**config.mk**
```make
export PLATFORM = sky130hd
export DESIGN_NAME = ifmap_row_packer
export DESIGN_NICKNAME = d
export VERILOG_FILES = /design/src/rtl/ifmap_row_packer_pkg.sv /design/src/rtl/ifmap_row_packer_tagger.sv /design/src/rtl/ifmap_row_packer.sv
export SDC_FILE = /design/constraint.sdc
export NUM_CORES = 1
export LEC_CHECK = 0
export BUFFER_PORTS_ARGS = -buffer_cell sky130_fd_sc_hd__buf_2
export CAP_MARGIN = 10
export CORE_MARGIN = 2
export CORE_UTILIZATION = 40
export DETAILED_ROUTE_END_ITERATION = 10
export PLACE_DENSITY_LB_ADDON = 0.2
export SYNTH_ARGS = -nofsm -noshare
export SYNTH_HDL_FRONTEND = slang
export SYNTH_HIERARCHICAL = 1
export SYNTH_SLANG_ARGS = --single-unit
```
**constraint.sdc**
```tcl
create_clock -name clk -period 2.4 [get_ports clk]
set_clock_uncertainty 0.05 [all_clocks]
set_input_delay 0.48 -clock clk [delete_from_list [all_inputs] [get_ports clk]]
set_output_delay 0.48 -clock clk [all_outputs]
set_load 0.1 [all_outputs]
```
**src/rtl/ifmap_row_packer_pkg.sv**
```systemverilog
// ---------------------------------------------------------------------------
// ifmap_row_packer_pkg
//   Definitions shared by the row packer and the IFMap buffer that consumes
//   its tagged words: row-boundary tag codes, the packer state encoding and
//   a helper that maps first/last-column flags to a tag.
// ---------------------------------------------------------------------------
package ifmap_row_packer_pkg;

  // Row-boundary tags carried in the upper bits of every packed word.
  localparam logic [1:0] TAG_MID       = 2'b00;
  localparam logic [1:0] TAG_ROW_END   = 2'b01;
  localparam logic [1:0] TAG_ROW_START = 2'b10;
  localparam logic [1:0] TAG_SINGLE    = 2'b11;

  typedef enum logic [1:0] {
    ST_IDLE  = 2'd0,
    ST_FILL  = 2'd1,
    ST_WRITE = 2'd2,
    ST_DONE  = 2'd3
  } state_e;

  // A one-pixel row is both first and last, which gets its own code.
  function automatic logic [1:0] row_tag(input logic first, input logic last);
    logic [1:0] t;
    t = TAG_MID;
    if (first && last) t = TAG_SINGLE;
    else if (first)    t = TAG_ROW_START;
    else if (last)     t = TAG_ROW_END;
    return t;
  endfunction

endpackage : ifmap_row_packer_pkg

```
**src/rtl/ifmap_row_packer_tagger.sv**
```systemverilog
// ---------------------------------------------------------------------------
// ifmap_tagger
//   Purely combinational: derives the row-boundary tag of the pixel at
//   column `col` in a row of `row_len` pixels.
//   Ports:
//     col     in  ROW_LEN_SIZE  column of the current pixel (0-based)
//     row_len in  ROW_LEN_SIZE  pixels per row (non-zero while in use)
//     tag     out TAG_WIDTH     row tag for this pixel
// ---------------------------------------------------------------------------
module ifmap_tagger
  import ifmap_row_packer_pkg::*;
#(
  parameter int ROW_LEN_SIZE = 5,
  parameter int TAG_WIDTH    = 2
) (
  input  logic [ROW_LEN_SIZE-1:0] col,
  input  logic [ROW_LEN_SIZE-1:0] row_len,
  output logic [TAG_WIDTH-1:0]    tag
);

  logic first_col;
  logic last_col;

  always_comb begin
    first_col = (col == '0);
    last_col  = (col == row_len - ROW_LEN_SIZE'(1));
    tag       = TAG_WIDTH'(row_tag(first_col, last_col));
  end

endmodule : ifmap_tagger

```
**src/rtl/ifmap_row_packer.sv**
```systemverilog
// ---------------------------------------------------------------------------
// ifmap_row_packer
//   Accepts a frame of pixels (num_rows rows of row_len pixels), tags each
//   pixel with its row position and packs up to PAR_WRITE tagged words into
//   one wide IFMap buffer write. A short final group is written with fewer
//   valid words; unused slots are zero.
//   Ports:
//     clk        in   clock, all state on the rising edge
//     rst        in   asynchronous active-low reset
//     start      in   begin a frame (only honoured while idle)
//     row_len    in   pixels per row, sampled with start
//     num_rows   in   rows per frame, sampled with start
//     pix_in     in   pixel data
//     pix_valid  in   pixel offered
//     pix_ready  out  packer can accept a pixel this cycle
//     buf_full   in   buffer cannot take a write this cycle
//     ifmap_out  out  packed {tag, pixel} words, word 0 in the LSBs
//     wen_ifmap  out  buffer write strobe
//     wr_count   out  number of valid words in ifmap_out
//     done       out  one-cycle frame-complete pulse
// ---------------------------------------------------------------------------
module ifmap_row_packer
  import ifmap_row_packer_pkg::*;
#(
  parameter int DATA_WIDTH   = 16,
  parameter int TAG_WIDTH    = 2,
  parameter int PAR_WRITE    = 14,
  parameter int ROW_LEN_SIZE = 5
) (
  input  logic                                        clk,
  input  logic                                        rst,
  input  logic                                        start,
  input  logic [ROW_LEN_SIZE-1:0]                     row_len,
  input  logic [ROW_LEN_SIZE-1:0]                     num_rows,
  input  logic [DATA_WIDTH-1:0]                       pix_in,
  input  logic                                        pix_valid,
  output logic                                        pix_ready,
  input  logic                                        buf_full,
  output logic [(TAG_WIDTH+DATA_WIDTH)*PAR_WRITE-1:0] ifmap_out,
  output logic                                        wen_ifmap,
  output logic [$clog2(PAR_WRITE+1)-1:0]              wr_count,
  output logic                                        done
);

  localparam int W  = TAG_WIDTH + DATA_WIDTH;
  localparam int GW = W * PAR_WRITE;
  localparam int CW = $clog2(PAR_WRITE + 1);

  state_e                  state_q,     state_d;
  logic [ROW_LEN_SIZE-1:0] col_q,       col_d;
  logic [ROW_LEN_SIZE-1:0] row_q,       row_d;
  logic [ROW_LEN_SIZE-1:0] row_len_q,   row_len_d;
  logic [ROW_LEN_SIZE-1:0] num_rows_q,  num_rows_d;
  logic [GW-1:0]           group_q,     group_d;
  logic [CW-1:0]           cnt_q,       cnt_d;
  // Set when the group being filled holds the frame's final pixel, so the
  // write that drains it ends the frame.
  logic                    last_grp_q,  last_grp_d;

  logic [TAG_WIDTH-1:0] tag;
  logic [W-1:0]         word;
  logic                 pix_accept;
  logic                 col_last;
  logic                 row_last;
  logic                 frame_end;

  ifmap_tagger #(
    .ROW_LEN_SIZE (ROW_LEN_SIZE),
    .TAG_WIDTH    (TAG_WIDTH)
  ) u_tagger (
    .col     (col_q),
    .row_len (row_len_q),
    .tag     (tag)
  );

  // Outputs are decoded from registered state only.
  assign pix_ready = (state_q == ST_FILL);
  assign wen_ifmap = (state_q == ST_WRITE) && !buf_full;
  assign done      = (state_q == ST_DONE);
  assign ifmap_out = group_q;
  assign wr_count  = cnt_q;

  always_comb begin
    // NOTE: every variable assigned here gets a default first; a path that
    // skips an assignment would otherwise infer a latch.
    state_d    = state_q;
    col_d      = col_q;
    row_d      = row_q;
    row_len_d  = row_len_q;
    num_rows_d = num_rows_q;
    group_d    = group_q;
    cnt_d      = cnt_q;
    last_grp_d = last_grp_q;

    word       = {tag, pix_in};
    pix_accept = pix_valid && (state_q == ST_FILL);
    col_last   = (col_q == row_len_q  - ROW_LEN_SIZE'(1));
    row_last   = (row_q == num_rows_q - ROW_LEN_SIZE'(1));
    frame_end  = col_last && row_last;

    case (state_q)
      ST_IDLE: begin
        if (start) begin
          if ((row_len != '0) && (num_rows != '0)) begin
            state_d    = ST_FILL;
            row_len_d  = row_len;
            num_rows_d = num_rows;
            col_d      = '0;
            row_d      = '0;
            cnt_d      = '0;
            group_d    = '0;
            last_grp_d = 1'b0;
          end else begin
            // An empty frame completes immediately without any write.
            state_d = ST_DONE;
          end
        end
      end

      ST_FILL: begin
        if (pix_accept) begin
          for (int k = 0; k < PAR_WRITE; k++) begin
            if (cnt_q == CW'(k)) group_d[k*W +: W] = word;
          end
          cnt_d = cnt_q + CW'(1);
          if (col_last) begin
            col_d = '0;
            row_d = row_q + ROW_LEN_SIZE'(1);
          end else begin
            col_d = col_q + ROW_LEN_SIZE'(1);
          end
          last_grp_d = frame_end;
          if (frame_end || (cnt_q == CW'(PAR_WRITE - 1))) state_d = ST_WRITE;
        end
      end

      ST_WRITE: begin
        // Group and count hold until the buffer actually takes the write.
        if (!buf_full) begin
          group_d = '0;
          cnt_d   = '0;
          state_d = last_grp_q ? ST_DONE : ST_FILL;
        end
      end

      ST_DONE: state_d = ST_IDLE;

      default: state_d = ST_IDLE;
    endcase
  end

  always_ff @(posedge clk or negedge rst) begin
    if (!rst) begin
      // NOTE: the group register is reset as well, so a frame aborted by
      // reset leaves nothing stale on ifmap_out.
      state_q    <= ST_IDLE;
      col_q      <= '0;
      row_q      <= '0;
      row_len_q  <= '0;
      num_rows_q <= '0;
      group_q    <= '0;
      cnt_q      <= '0;
      last_grp_q <= 1'b0;
    end else begin
      // NOTE: non-blocking assignments so every flop samples the pre-edge
      // values computed in the combinational block.
      state_q    <= state_d;
      col_q      <= col_d;
      row_q      <= row_d;
      row_len_q  <= row_len_d;
      num_rows_q <= num_rows_d;
      group_q    <= group_d;
      cnt_q      <= cnt_d;
      last_grp_q <= last_grp_d;
    end
  end

endmodule : ifmap_row_packer

```
==> flow_metrics.tcl, run 1 <==
set metrics [dict create \
    fillers 2419 \
    rows 61 \
    nets 1213 \
    synth_top_area_share 0.616 \
    io_buffers 289 \
    n_antenna_cell 0 \
    worst-path-buf-inv 3 \
    dp_hpwl_um 23200 \
    synth_ff_type "dfrtp_1" \
    syn-num-nets 850 \
    die_h_um 172 \
    final_hold_viol_count 0 \
    cts_root_buf "clkbuf_16" \
    first_iter_violations 430 \
    post_dp_cell_area_um2 14100 \
    htree_levels 1 \
    cts_tree "built" \
    synth_warnings 6 \
    dieArea_um2 29700 \
    drc 0 \
    ant_nets 0 \
    netlist_area_um2 11300 \
    finalCritPeriodShare 0.971 \
    dr.pass1.iters 4 \
    synth_common_cells "dfrtp_1, a22o_1, mux2_2, clkbuf_1, nand2_1" \
    first_global_vias 8175 \
    critPathMaxStageDelay_ns 0.41 \
    clock_path_buffers 3 \
    vias 8295 \
    io_pins 290 \
    min_path_type "input pin to flip-flop" \
    yosysMostFrequentCell "dfrtp_1" \
    synth_cell_type_count 57 \
    drv_cap 0 \
    crit_path_top_delay_cell "dfrtp_1" \
    fin_area_um2 15200 \
    initial_core_util 0.407 \
    finalMaxSlewViolations 0 \
    crit_chain "buf_4, buf_4, a21oi_2, nand2b_2, a211oi_4, a21oi_4, buf_12, mux2_1" \
    avgSynthCellArea_um2 14.0 \
    synth-async-reset-ratio 1.00 \
    critical_path_required_ns 2.77 \
    setup_violations 0 \
    cp-start-kind "flip-flop" \
    cts-buffers-inserted 30 \
    gp_congestion 0.777 \
    crit_type "flip-flop to flip-flop" \
    routed_wl_um 33600 \
    area_growth_pct 34.4 \
    die_width_um 172 \
    antenna_found_initial 0 \
    cp-startpoint "state_q[0]" \
    synth_edf_count 0 \
    clk_latency_ns 0.55 \
    synth-seq-cells 279 \
    status "finished, final reports clean" \
    worstHoldStart "row_len[4]" \
    cp_top_family "compound AO/OA/AOI/OAI gates" \
    ys_seq_area_frac 0.616 \
    worstPathMaxFanout 10 \
    clkSinkCount 279 \
    grt_start_max_net_pins 70 \
    yosysTopAreaCell "dfrtp_1" \
    gr-total-overflow 0 \
    min_period_ns 2.33 \
    drive_gt1_frac 0.485 \
    maxSlewHeadroom 0.591 \
    clk_pin_slew_ns 0.06 \
    crit_path_frequent_cell "buf_4" \
    syn_inst 810 \
    synth.area.top_cells "dfrtp_1, a22o_1, mux2_2" \
    wl_per_cell_um 21.4 \
    grt_pass1_wl_um 50300 \
    cp-end-kind "flip-flop" \
    core_um2 27900 \
    vias_per_cell 5.28 \
    tightest_slew_ns 0.612 \
    max_freq_ghz 0.429 \
    track_usage 0.223 \
    cp.arrival_ns 2.70 \
    regToRegStartpoint "state_q[0]" \
]
==> stage by stage <==
step	util	cells	hold WS [ns]	worst slack, ns	TNS [ns]
2_1_floorplan	-	810	0.134	-0.131	-2.58
3_3_place_gp	0.507	1513	0.385	-0.349	-40.33
3_5_place_dp	0.507	1513	0.384	-0.380	-43.94
4_1_cts	0.545	1570	0.0674	0.00825	0
5_1_grt	0.547	1572	0.0941	-0.0142	-0.0451
6_report	0.547	1572	0.0888	0.0687	0
==> final timing paths <==
path	to	slack, ns	cells past startpoint
setup / recovery	ifmap_out[25]	0.07	8
hold / removal	row_len_q[4]	0.09	3
setup reg to reg	ifmap_out[25]	0.07	8
hold reg to reg	ifmap_out[87]	0.44	1
max in group asynchronous	wr_count[3]	1.13	3
min in group asynchronous	ifmap_out[223]	0.38	2
==> layout make-up <==
| cell class | instances | area, um2 | share of cell area |
|---|---|---|---|
| multi-input combinational | 460 | 4190 | 0.275 |
| timing repair buffer | 388 | 2520 | 0.165 |
| sequential | 279 | 6990 | 0.459 |
| inverter | 14 | 52.6 | 0.00345 |
| tap | 378 | 473 | 0.0311 |
| clock buffer | 44 | 873 | 0.0574 |
| clock inverter | 9 | 131 | 0.00863 |
==> cells in the final DEF, fill, tap and decap left out, types with 4 or more instances in the layout <==
cell       count
mux2_1        10
or4_1          5
mux2_4        30
inv_1         14
nand3_1       15
nor3_1         7
ha_1           9
clkbuf_16     30
and2_1        18
clkbuf_1       7
xor2_1        10
a22o_1       146
nand2_1       31
buf_12        24
nor2_1        11
o21ai_0       14
nor2_4         5
buf_4         74
clkinv_2       5
nand3b_1       4
dfrtp_1      274
xnor2_1        9
buf_2        285
dfrtp_2        5
a211oi_4       4
a21oi_1        6
mux2_2        70
clkbuf_8       7
==> sequential cells by signal, summed over array words and instances, names as in the netlist <==
register    cells
ifmap_out     252
col_q           5
num_rows_q      5
row_len_q       5
row_q           5
wr_count        4
state_q         2
last_grp_q      1
==> repair_timing <==
item,CTS,global route
gates resized for setup,7,4
buffers inserted,3,2
hold endpoints to repair,47,0
cloned,0,0
hold buffers,1,0
pin swaps,1,1
endpoints found under the setup margin,67,63
==> kinds of logic after synthesis <==
| logic type | synth area share |
|---|---|
| buffers and inverters | 0.0308 |
| xor gates and xnor gates | 0.0167 |
| adders and majority gates | 0.00994 |
| and+or+nand+nor | 0.0562 |
| DFF | 0.616 |
| muxes | 0.109 |
| AOI/OAI and AO/OA | 0.161 |
==> tightest hold or removal path, delay by kind of cell <==
family | cells | cell delay, ns
and+or+nand+nor | 2 | 0.08
buffers and inverters | 1 | 0.09
==> routing by layer <==
metal  track usage  vias up  routed length [um]
li1              -     3710                   -
met1         0.313     4233               15000
met2         0.355      306               15600
met3        0.0421       46                2100
met4        0.0614        0                 888
met5             0        -                   0
Power of run 1 is left out: the tool's default activity adds up to more than one toggle a clock period on the data nets, which glitch-free logic cannot reach.
==> inputs of run 2 (changes only) <==
Settings changed: CELL_PAD_IN_SITES_DETAIL_PLACEMENT set to 1, CELL_PAD_IN_SITES_GLOBAL_PLACEMENT set to 2, CORE_UTILIZATION 40 to 32.
==> run 2 against run 1 <==
Against the previous run:
- first-iteration DRC count is 4.4% lower
- routed wire length increased by 12%
- setup slack worse by 0.056 ns
- critical path type is now flip-flop to output port
==> flow_metrics.tcl, run 2 (synthesis gave the netlist of run 1 again) <==
set metrics [dict create \
    status "finished, final reports clean" \
    cp-start-kind "flip-flop" \
    gr-total-overflow 0 \
    tightest_slew_ns 0.585 \
    io_pins 290 \
    tns_ns 0 \
    dp_hpwl_um 26700 \
    clock_path_buffers 3 \
    final_cell_mix "buf_2, dfrtp_1, a22o_1, mux2_2, buf_4" \
    fillers 3629 \
    clkSinkCount 279 \
    grt_pass1_wl_um 56000 \
    largest_register_ffs 252 \
    finalCritPeriodShare 0.995 \
    drv_cap 0 \
    cp-end-kind "output port" \
    min_path_type "input pin to flip-flop" \
    grt_start_max_net_pins 54 \
    initial_core_util 0.326 \
    nets 1208 \
    area_growth_pct 35.6 \
    die_width_um 192 \
    place_ws_ns -0.172 \
    crit_chain "inv_1, nor3_2, buf_6" \
    setup_violations 0 \
    max_freq_ghz 0.419 \
    clk_pin_slew_ns 0.06 \
    n_antenna_cell 0 \
    min_period_ns 2.39 \
    fin_area_um2 15400 \
    dr.pass1.iters 4 \
    vias_per_cell 5.09 \
    drc 0 \
    first_iter_violations 411 \
    vias 8375 \
    core_um2 34700 \
    rows 68 \
    final_common_cell "buf_2" \
    crit_type "flip-flop to output port" \
    io_buffers 289 \
    maxSlewHeadroom 0.609 \
    first_global_vias 8534 \
    final_hold_viol_count 0 \
    dieArea_um2 36900 \
    finalMaxSlewViolations 0 \
    ant_nets 0 \
    cts-buffers-inserted 31 \
    setup_ws_ns 0.0129 \
    htree_levels 1 \
    place_inst 1587 \
    post_dp_cell_area_um2 14300 \
    wl_per_cell_um 22.8 \
    crit_path_top_delay_cell "dfrtp_2" \
    antenna_found_initial 0 \
    cp.arrival_ns 1.86 \
    track_usage 0.201 \
    cts_tree "built" \
    rrSetupSlack_ns 0.10 \
    critical_path_required_ns 1.87 \
    die_h_um 192 \
    gp_congestion 0.762 \
    clk_latency_ns 0.55 \
    drive_gt1_frac 0.483 \
    routed_wl_um 37500 \
    cts_root_buf "clkbuf_16" \
    rsz0062_at_grt "yes" \
    critPathMaxStageDelay_ns 0.50 \
    final_cells 1647 \
    worstPathMaxFanout 10 \
]
run 2: changes by cell type in the layout (fill, tap and decap cells not counted), sizes merged:
cell and change:
bufinv -1, clkbuf +3, buf -5, inv +1
run 2: cell type report:
cell class                      count  area (um2)  area share
Tap cell                          455         569      0.0371
Clock inverter                      9         103     0.00668
Multi-Input combinational cell    460        4170       0.271
Sequential cell                   279        6990       0.455
Clock buffer                       48         950      0.0618
Inverter                           14        52.6     0.00342
Timing Repair Buffer              382        2530       0.165
run 2: timing repair:
| item | CTS | global route |
|---|---|---|
| setup buffers | 1 | 1 |
| pin swaps | 0 | 1 |
| hold buffers | 1 | 0 |
| gates cloned | 0 | 0 |
| resized for setup | 7 | 1 |
| setup endpoints to repair | 3 | 15 |
| endpoints found under the hold margin | 46 | 0 |
run 2: worst paths after layout:
check                                    start        endpoint  depth (start not counted)
worst min-delay path                row_len[3]    row_len_q[3]                          3
min in group asynchronous                  rst   ifmap_out[45]                          2
max in group asynchronous                  rst  ifmap_out[206]                          3
worst max register to register      state_q[0]   ifmap_out[20]                          7
worst max-delay path                state_q[1]       wen_ifmap                          3
worst min register to register  ifmap_out[226]  ifmap_out[226]                          1
run 2: worst max-delay path: cells and delay by family (launching register included):
kind                   cells  cell delay (ns)
buffers and inverters      2             0.46
flip-flops                 1             0.50
AND/OR/NAND/NOR            1             0.35
run 2: per-layer routing:
layer	wire length, um	track usage	vias to the layer above
li1	-	-	3697
met1	17100	0.284	4375
met2	17500	0.324	261
met3	2190	0.0294	42
met4	766	0.0484	0
met5	0	0	-
run 2: stage by stage:
stage | utilization | hold slack, ns
5_1_grt | 0.443 | 0.0774
3_5_place_dp | 0.411 | 0.397
4_1_cts | 0.442 | 0.0659
2_1_floorplan | - | 0.134
3_3_place_gp | 0.411 | 0.393
6_report | 0.443 | 0.0881
Power of run 2 is left out for the same reason.
